**src/rtl/conv_frame_sequencer.sv**
```systemverilog
// conv_frame_sequencer
// Frame-level controller that streams one ImageWidth x ImageWidth image from a
// single-port pixel buffer into the conv/pooling pipeline. It then drains the
// pipeline with FlushCycles accepted empty beats, counts output beats, and
// pulses done.
// Optional feature: define CFS_WATCHDOG_EN to build a FLUSH timeout. On timeout
// the block raises a sticky error and ends the frame. Without the macro, error
// is tied low and FLUSH waits indefinitely.

module conv_frame_sequencer #(
  parameter int BitSize       = 8,
  parameter int ImageWidth    = 8,
  parameter int NumberOfK     = 8,
  parameter int FlushCycles   = 448,
  parameter int ExpectedBeats = 16,
  parameter int AddrWidth     = $clog2(ImageWidth*ImageWidth)
`ifdef CFS_WATCHDOG_EN
  ,
  parameter int WatchdogCycles = 1024
`endif
) (
  input  logic                 clk,
  input  logic                 res_n,
  input  logic                 start,
  output logic                 busy,
  output logic                 done,
  output logic                 error,
  output logic                 mem_rd_en,
  output logic [AddrWidth-1:0] mem_addr,
  input  logic [BitSize-1:0]   mem_rd_data,
  output logic                 dp_in_valid,
  output logic [BitSize-1:0]   dp_in_data,
  input  logic                 dp_ready,
  input  logic [NumberOfK-1:0] dp_out_valid,
  output logic [15:0]          beat_count
);

  localparam int PixCount = ImageWidth * ImageWidth;
  localparam int PixCntW  = $clog2(PixCount + 1);
  localparam int FlushW   = $clog2(FlushCycles + 1);

  localparam logic [PixCntW-1:0] PixTotal   = PixCntW'(PixCount);
  localparam logic [PixCntW-1:0] PixLast    = PixCntW'(PixCount - 1);
  localparam logic [FlushW-1:0]  FlushMax   = FlushW'(FlushCycles);
  localparam logic [15:0]        BeatTarget = 16'(ExpectedBeats);

  typedef enum logic [1:0] {
    IDLE,
    STREAM,
    FLUSH,
    DONE
  } state_t;

  state_t state;

  // Frame bookkeeping
  logic [PixCntW-1:0] req_cnt;
  logic [PixCntW-1:0] pop_cnt;
  logic [FlushW-1:0]  flush_cnt;
  logic [15:0]        beat_q;

  // Two-entry pixel FIFO plus the one-cycle read-in-flight marker
  logic [BitSize-1:0] fifo_mem [2];
  logic               wr_ptr;
  logic               rd_ptr;
  logic [1:0]         fifo_cnt;
  logic               inflight;

  logic               in_stream;
  logic               in_flush;
  logic               pop;
  logic               push;
  logic               rd_issue;
  logic [2:0]         occ_after;
  logic               beat_hit;
  logic [15:0]        beat_next;
  logic [FlushW-1:0]  flush_next;
  logic               flush_exit;
  logic               start_accept;
  logic               wd_expire;

  // Handshake, read-issue and drain-exit decisions for the current cycle
  always_comb begin
    in_stream    = (state == STREAM);
    in_flush     = (state == FLUSH);
    start_accept = (state == IDLE) && start;

    dp_in_valid  = in_stream && (fifo_cnt != 2'd0);
    dp_in_data   = dp_in_valid ? fifo_mem[rd_ptr] : '0;
    pop          = dp_in_valid && dp_ready;
    push         = inflight;

    // A read may issue only if it still fits once this cycle's pop has left
    occ_after    = 3'(fifo_cnt) + 3'(inflight) - 3'(pop);
    rd_issue     = in_stream && (req_cnt < PixTotal) && (occ_after < 3'd2);

    beat_hit     = (in_stream || in_flush) && (|dp_out_valid);
    beat_next    = (beat_hit && (beat_q != 16'hFFFF)) ? beat_q + 16'd1 : beat_q;

    flush_next   = (in_flush && dp_ready && (flush_cnt != FlushMax))
                   ? flush_cnt + FlushW'(1) : flush_cnt;
    flush_exit   = in_flush && (flush_next == FlushMax) && (beat_next >= BeatTarget);
  end

  assign busy       = in_stream || in_flush;
  assign done       = (state == DONE);
  assign mem_rd_en  = rd_issue;
  assign mem_addr   = AddrWidth'(req_cnt);
  assign beat_count = beat_q;

`ifdef CFS_WATCHDOG_EN
  localparam int WdW = $clog2(WatchdogCycles + 1);
  localparam logic [WdW-1:0] WdLast = WdW'(WatchdogCycles - 1);

  logic [WdW-1:0] wd_cnt;
  logic           error_q;

  assign wd_expire = in_flush && !flush_exit && (wd_cnt == WdLast);
  assign error     = error_q;

  // Count FLUSH cycles and latch a sticky error on timeout until the next start
  always_ff @(posedge clk) begin
    if (res_n) begin
      wd_cnt  <= '0;
      error_q <= 1'b0;
    end else if (start_accept) begin
      wd_cnt  <= '0;
      error_q <= 1'b0;
    end else begin
      if (in_flush && (wd_cnt != WdLast)) begin
        wd_cnt <= wd_cnt + WdW'(1);
      end
      if (wd_expire) begin
        error_q <= 1'b1;
      end
    end
  end
`else
  assign wd_expire = 1'b0;
  assign error     = 1'b0;
`endif

  // Frame FSM: state, request/transfer/flush counters and the output beat count
  always_ff @(posedge clk) begin
    if (res_n) begin
      state     <= IDLE;
      req_cnt   <= '0;
      pop_cnt   <= '0;
      flush_cnt <= '0;
      beat_q    <= '0;
    end else begin
      case (state)
        IDLE: begin
          if (start) begin
            state     <= STREAM;
            req_cnt   <= '0;
            pop_cnt   <= '0;
            flush_cnt <= '0;
            beat_q    <= '0;
          end
        end
        STREAM: begin
          beat_q <= beat_next;
          if (rd_issue) begin
            req_cnt <= req_cnt + PixCntW'(1);
          end
          if (pop) begin
            pop_cnt <= pop_cnt + PixCntW'(1);
            if (pop_cnt == PixLast) begin
              state <= FLUSH;
            end
          end
        end
        FLUSH: begin
          beat_q    <= beat_next;
          flush_cnt <= flush_next;
          if (flush_exit || wd_expire) begin
            state <= DONE;
          end
        end
        DONE: begin
          state <= IDLE;
        end
        default: begin
          state <= IDLE;
        end
      endcase
    end
  end

  // FIFO pointers, occupancy and in-flight tracking; returned data is discarded after reset
  always_ff @(posedge clk) begin
    if (res_n) begin
      wr_ptr   <= 1'b0;
      rd_ptr   <= 1'b0;
      fifo_cnt <= 2'd0;
      inflight <= 1'b0;
    end else if (start_accept) begin
      wr_ptr   <= 1'b0;
      rd_ptr   <= 1'b0;
      fifo_cnt <= 2'd0;
      inflight <= 1'b0;
    end else begin
      inflight <= rd_issue;
      if (push) begin
        wr_ptr <= ~wr_ptr;
      end
      if (pop) begin
        rd_ptr <= ~rd_ptr;
      end
      case ({push, pop})
        2'b10:   fifo_cnt <= fifo_cnt + 2'd1;
        2'b01:   fifo_cnt <= fifo_cnt - 2'd1;
        default: fifo_cnt <= fifo_cnt;
      endcase
    end
  end

  // FIFO storage captures buffer data on the cycle it is valid
  always_ff @(posedge clk) begin
    if (push) begin
      fifo_mem[wr_ptr] <= mem_rd_data;
    end
  end

endmodule

```
**config.mk**
```make
export PLATFORM = sky130hd
export DESIGN_NAME = conv_frame_sequencer
export DESIGN_NICKNAME = d
export VERILOG_FILES = /design/src/rtl/conv_frame_sequencer.sv
export SDC_FILE = /design/constraint.sdc
export NUM_CORES = 1
export LEC_CHECK = 0
export CAP_MARGIN = 20
export CELL_PAD_IN_SITES_DETAIL_PLACEMENT = 0
export CELL_PAD_IN_SITES_GLOBAL_PLACEMENT = 1
export CORE_MARGIN = 2
export CORE_UTILIZATION = 35
export DETAILED_ROUTE_END_ITERATION = 16
export GPL_TIMING_DRIVEN = 0
export PLACE_DENSITY_LB_ADDON = 0.1
export SLEW_MARGIN = 20
export SYNTH_ARGS = -nofsm -noshare
export SYNTH_HDL_FRONTEND = slang
export SYNTH_SLANG_ARGS = --single-unit
export TNS_END_PERCENT = 10
```
**constraint.sdc**
```tcl
create_clock -name clk -period 8.7 [get_ports clk]
set_input_delay 1.305 -clock clk [delete_from_list [all_inputs] [get_ports clk]]
set_output_delay 1.305 -clock clk [all_outputs]
set_load 0.01 [all_outputs]
```
==> metrics.cfg, run 1 <==
[critical_path]
rr_startpoint = state[1]$_SDFFE_PP0P_
critPathKind = in2out
crit_fanout = 5
worstReg2RegEnd = req_cnt[4]$_SDFFE_PP0P_
crit_required_ns = 7.39
cp-start-kind = input port
reg2reg_depth = 17
arrival_ns = 3.98
worst_setup_path_end_kind = output pin
r2r_setup_slack_ns = 4.78

[sta]
rsz0062_at_grt = false
hold_violations = 0
tns_ns = 0
final-setup-viol-count = 0
fin_worst_skew_ns = 0.01088
final_max_slew_viol_count = 0
fmax_mhz = 189.1
slew_headroom_pct = 51.37
min_period_ns = 5.288
fin_crit_sh_pct = 60.78
tightest_slew_ns = 0.7246

[finish]
layout_common_cells = nor2_1 (60), clkdlybuf4s50_1 (53), dfxtp_1 (47), nand2_1 (36), a21oi_1 (19)
final_common_cell = nor2_1
final_util_pct = 45.33
nets = 504
area_delta_synth_final_pct = 24.70
drive_gt1_share_pct = 10.27
fin_area_mm2 = 0.004472
num-fill-cells = 975
antennaDiodeCount = 0

[synth]
synth_top_family_by_area = simple AND/OR/NAND/NOR gates
syn_inst = 408
ys_warn_count = 0
synth-simple-area-share_pct = 24.04
synth-compound-area-share_pct = 16.22
synth_ff_type = dfxtp_1
synth_top_area_cell = dfxtp_1
yosys_register_bits = 63
synth_fa_ha_area_share_pct = 4.396
avgSynthCellArea_um2 = 8.789
seq_area_frac_synth_pct = 39.64
yosysTopAreaCellShare_pct = 26.24
synth.area.top_cells = dfxtp_1 (26%), edfxtp_1 (13%), nor2_1 (6.3%), mux2i_1 (3.9%), ha_1 (3.8%)
synth-edff-count = 16
yosysUniqueCellTypes = 61
synthXorXnorAreaFrac_pct = 4.885
synth-async-reset-ratio_pct = 0
synth_fp_nets = 440
synth_mux_area_share_pct = 4.850
synth_area_mm2 = 0.003586

[floorplan]
dieHeight_um = 105.2
die_x_um = 105.2
core_region_area_mm2 = 0.009864
die-area_mm2 = 0.01107
io_pins = 55
start_util_pct = 36.35
row_count = 36

[grt]
grt_pass1_wl_um = 14770
grt_max_degree = 12
grt_remaining_overflow = 0
antenna_found_initial = 0
track_usage_pct = 16.55
grt_pass1_vias = 2974

[outcome]
outcome = finished clean

[hold_path]
min_to = pop_cnt[1]$_SDFFE_PP0P_
min_from = pop_cnt[1]$_SDFFE_PP0P_
hold_depth = 2
min-delay-path-class = reg2reg

[cts]
post_cts_buffers = 0
cts_buffers = 9
clockRootBuffer = clkbuf_8
cts_tree = yes
htreeDepth = 3
cts.sinks = 63
clkLatencyLatePin_ns = 0.33
cts_resized = 0
clkSlewWorstSetupHoldPaths_ns = 0.07
ctsHoldBuffers = 0
cts_buffer_depth = 2

[drt]
vias_per_cell = 5.067
wl_um = 8661
wl_per_cell_um = 14.20
drtIter0Drc = 118
first_pass_iters = 4
ant_nets = 0
vias = 3091
drc = 0

[placed_design]
port_buffers = 53
placed_cell_area_mm2 = 0.004283
gp_congestion = 0.8011
dp_hpwl_um = 6158

[pwr]
total_power_uw = 917.2
p_leak_nw = 1.578
ir_drop_v = 0.0001279
p_per_area_mw_per_mm2 = 205.1

[run]
cap_violations = 0

[flip-flops by register name (all words and copies together) (netlist names), 2 cells and up, named ones only]
register    cells
fifo_cnt        2
req_cnt         7
pop_cnt         7
flush_cnt       9
beat_count     16
fifo_mem       16
state           2
[layer usage]
| layer | track usage, % | vias to the layer above | share of wire [%] |
|---|---|---|---|
| met5 | 0 | - | 0 |
| met2 | 26.73 | 61 | 46 |
| met1 | 22.06 | 1443 | 49 |
| met3 | 3.958 | 6 | 4.6 |
| met4 | 4.571 | 0 | 0.81 |
| li1 | - | 1581 | - |
[synth_stat cells, drive strengths merged (4+ instances only)]
cell type   n
nor4        4
a21oi      20
clkbuf     14
buf        16
o31ai       4
xor2        8
nand4       4
nand3      17
nand2      36
ha         11
edfxtp     16
mux2i      14
dfxtp      47
nor2       61
a22oi       9
a41oi       4
a311oi      7
nor3       10
and3       14
inv        11
nand2b     10
o21ai      14
xnor2      12
a31oi       4
[area by class of cell]
type,count,area (um^2),area share [%]
multi-input cells,304,1954,43.70
clock inverters,6,61.31,1.371
clock buffers,10,127.6,2.854
inverters,11,41.29,0.9233
flip-flops and latches,63,1421,31.79
plain buffers,30,168.9,3.777
repair buffers,53,530.5,11.86
well taps,133,166.4,3.721
[worst max path at each step]
stage                          startpoint         to  slack, ns  cells after the start
finish                           dp_ready  mem_rd_en       3.41                     10
global route        state[1]$_SDFFE_PP0P_  mem_rd_en       3.05                     14
CTS                              dp_ready  mem_rd_en       3.36                     10
detailed placement               dp_ready  mem_rd_en       3.36                     10
global placement                 dp_ready  mem_rd_en       3.39                     10
floorplan                        dp_ready  mem_rd_en       4.66                      8
[critical path, cell delays in order]
cell and delay [ns]:
clkdlybuf4s50_1 0.60, nand2_1 0.18, inv_1 0.11, ha_1 0.27, nand2b_1 0.18, fa_1 0.38
xnor2_1 0.14, nand4b_1 0.20, inv_1 0.10, clkdlybuf4s50_1 0.53
[cell families (layout without fill, tap and decap cells)]
kind of cell	Yosys count	after routing
simple gates	172	172
compound gates	82	82
flops	63	63
buf+inv	41	110
xor+xnor	20	20
mux	17	17
fa+ha+maj	12	12
other cells	1	1
[stage by stage]
stage	cells	hold WS [ns]	setup slack, ns
detailed placement	594	0.4756	3.364
CTS	610	0.4921	3.364
global route	610	0.5283	3.054
finish	610	0.4890	3.412
global placement	594	0.4726	3.392
floorplan	408	0.4278	4.658
[power breakdown]
group	switching (mW)	leakage (nW)	internal, mW
logic	0.223	0.958	0.114
registers	0.0123	0.524	0.317
clock network	0.120	0.0960	0.131
total	0.355	1.58	0.562
Power figures use the tool's default switching activity.
==> run 2: changes to the inputs <==
- clock period: 8.7 -> 4.35 ns (I/O delays scaled with it)
==> run 2 against run 1 <==
Critical path type unchanged. Cell area increased by 0.73%. Critical path depth unchanged. Total power increased by 100%. Register-to-register slack got worse by 3.8 ns. Sequential share of layout area decreased by 0.23 points. Core utilization increased by 0.33 points.
==> metrics.cfg, run 2 (synthesis results as in run 1) <==
[critical_path]
crit_required_ns = 3.70  ; was 7.39 ns
max_stage_delay_ns = 0.60  ; about the same
worst_setup_path_end_kind = output pin  ; unchanged
reg2reg_depth = 16  ; was 17
critPathBufInv = 4  ; unchanged
crit_slowest_cell = clkdlybuf4s50_1  ; unchanged
critPathKind = in2out  ; unchanged
crit_fanout = 5  ; unchanged
cp-start-kind = input port  ; unchanged
cp_top_family = buffers and inverters  ; unchanged
r2r_setup_slack_ns = 0.97  ; was 4.78 ns
arrival_ns = 3.35  ; was 3.98 ns
crit_chain = clkdlybuf4s50_1, nand2_1, inv_1, ha_1, nand2b_1, fa_1, xnor2_1, nand4b_1, inv_1, clkdlybuf4s50_1  ; unchanged
crit_cells = 10  ; unchanged

[cts]
clkLatencyLatePin_ns = 0.33  ; about the same
cts_buffer_depth = 2  ; unchanged
cts.sinks = 63  ; unchanged
cts_buffers = 9  ; unchanged
clkSlewWorstSetupHoldPaths_ns = 0.07  ; about the same
htreeDepth = 3  ; unchanged
ctsHoldBuffers = 0  ; unchanged
cts_tree = yes  ; unchanged
clockRootBuffer = clkbuf_8  ; unchanged

[placed_design]
gp_congestion = 0.8011  ; unchanged
dp_hpwl_um = 6158  ; unchanged
port_buffers = 53  ; unchanged
placed_cells = 594  ; unchanged
placed_cell_area_mm2 = 0.004283  ; unchanged

[pwr]
seq_power_share_pct = 35.8  ; was 35.9%
ir_drop_v = 0.0002557  ; was 0.0001279 V
p_int_mw = 1.129  ; was 562.1 uW
p_sw_uw = 710.3  ; was 355.1 uW
p_sw_share_pct = 38.63  ; was 38.72%
p_leak_nw = 1.589  ; was 1.578 nW
comb_power_share_pct = 36.8  ; was 36.7%
p_per_area_mw_per_mm2 = 408.2  ; was 205.1 mW/mm^2
total_power_mw = 1.839  ; was 917.2 uW
pwr-share-clk_pct = 27.3  ; was 27.4%

[grt]
use_met3_pct = 3.958  ; unchanged
grt_pass1_vias = 2971  ; was 2,974
grt_util_met1_pct = 22.06  ; unchanged
grt_max_degree = 12  ; unchanged
grt_pass1_wl_um = 14770  ; unchanged
grt.busiest_layer = met2  ; unchanged
grt_use_met2_pct = 26.73  ; unchanged
track_usage_pct = 16.55  ; unchanged
grt_remaining_overflow = 0  ; unchanged
antenna_found_initial = 0  ; unchanged

[sta]
hold_violations = 0  ; unchanged
fin_worst_skew_ns = 0.01090  ; was 0.01088 ns
rsz0062_at_grt = false  ; unchanged
tightest_slew_ns = 0.7101  ; was 0.7246 ns
min_period_ns = 4.004
final_max_slew_viol_count = 0  ; unchanged
fmax_mhz = 249.7
tns_ns = 0  ; unchanged
slew_headroom_pct = 52.35  ; was 51.37%
final-setup-viol-count = 0  ; unchanged
fin_crit_sh_pct = 92.05

[hold_path]
hold_depth = 2  ; unchanged
min-delay-path-class = reg2reg  ; unchanged

[finish]
area_delta_synth_final_pct = 25.61  ; was 24.70%
nets = 506  ; was 504
num-fill-cells = 979  ; was 975
fin_cells = 612  ; was 610
antennaDiodeCount = 0  ; unchanged
final-seq-area_mm2 = 0.001421  ; unchanged
fin_area_mm2 = 0.004504  ; was 0.004472 mm^2
multi_input_area_mm2 = 0.001968  ; was 0.001954 mm^2
final_util_pct = 45.66  ; was 45.33%
final_common_cell = nor2_1  ; unchanged
layout_common_cells = nor2_1 (60), clkdlybuf4s50_1 (53), dfxtp_1 (47), nand2_1 (36), a21oi_1 (19)  ; unchanged
drive_gt1_share_pct = 11.27  ; was 10.27%

[drt]
wl_per_cell_um = 14.13  ; was 14.20 um
vias = 3079  ; was 3,091
ant_nets = 0  ; unchanged
first_pass_iters = 4  ; unchanged
drtIter0Drc = 140  ; was 118
drc = 0  ; unchanged
wl_um = 8645  ; was 8661 um
vias_per_cell = 5.031  ; was 5.067

[floorplan]
die-area_mm2 = 0.01107  ; unchanged
die_x_um = 105.2  ; unchanged
row_count = 36  ; unchanged
start_util_pct = 36.35  ; unchanged
core_region_area_mm2 = 0.009864  ; unchanged
dieHeight_um = 105.2  ; unchanged
io_pins = 55  ; unchanged

[run]
cap_violations = 0  ; unchanged

[outcome]
outcome = finished clean  ; unchanged

[run 2: changes by cell type in the layout (fill, tap and decap cells not counted)]
cell / delta
buf_4: +3
ha_2: +1
ha_1: -1
o21ai_1: -1
clkbuf_1: -1
o21ai_4: +1
[run 2: layout make-up]
cell class / instances / area share [%]
Sequential cell: 63 / 31.56
Tap cell: 133 / 3.694
Buffer: 29 / 3.667
Multi-Input combinational cell: 304 / 43.69
Clock buffer: 10 / 2.833
Clock inverter: 6 / 1.361
Timing Repair Buffer: 56 / 12.28
Inverter: 11 / 0.9167
[run 2: worst reg2reg max path, delay by kind of cell (launching register included)]
family	cells	cell delay, ns
adders and majority gates	3	0.97
DFF	1	0.39
AOI/OAI and AO/OA	2	0.44
buffers and inverters	3	0.24
and+or+nand+nor	6	0.94
xor gates and xnor gates	2	0.29
[run 2: repair_timing]
item | 4_1_cts | 5_1_grt
hold endpoints to repair | 0 | 0
gates resized for setup | 2 | 1
buffers inserted | 0 | 3
endpoints found under the setup margin | 1 | 1
pin swaps | 0 | 0
cloned | 0 | 0
[run 2: routing by layer]
metal,up-vias,share of wire [%]
li1,1588,-
met1,1430,48
met2,59,47
met3,2,4.3
met4,0,0.44
met5,-,0
[run 2: final timing paths]
| path | startpoint | to |
|---|---|---|
| setup / recovery | dp_ready | mem_rd_en |
| hold / removal | pop_cnt[1]$_SDFFE_PP0P_ | pop_cnt[1]$_SDFFE_PP0P_ |
| setup reg to reg | state[1]$_SDFFE_PP0P_ | req_cnt[4]$_SDFFE_PP0P_ |
| hold reg to reg | pop_cnt[1]$_SDFFE_PP0P_ | pop_cnt[1]$_SDFFE_PP0P_ |
[run 2: through the flow]
step	setup slack, ns	hold slack, ns
global placement	0.1273	0.4726
global route	0.03503	0.5281
detailed placement	0.09584	0.4756
finish	0.3459	0.4893
floorplan	1.016	0.4278
CTS	0.007624	0.4921
[run 2: power by group through the flow]
stage / clock (mW) / sequential [mW] / combinational [mW]
2_1_floorplan: 0 / 0.667 / 0.453
3_3_place_gp: 0 / 0.670 / 0.671
3_5_place_dp: 0 / 0.672 / 0.673
4_1_cts: 0.521 / 0.659 / 0.682
5_1_grt: 0.548 / 0.665 / 0.759
6_report: 0.503 / 0.659 / 0.677
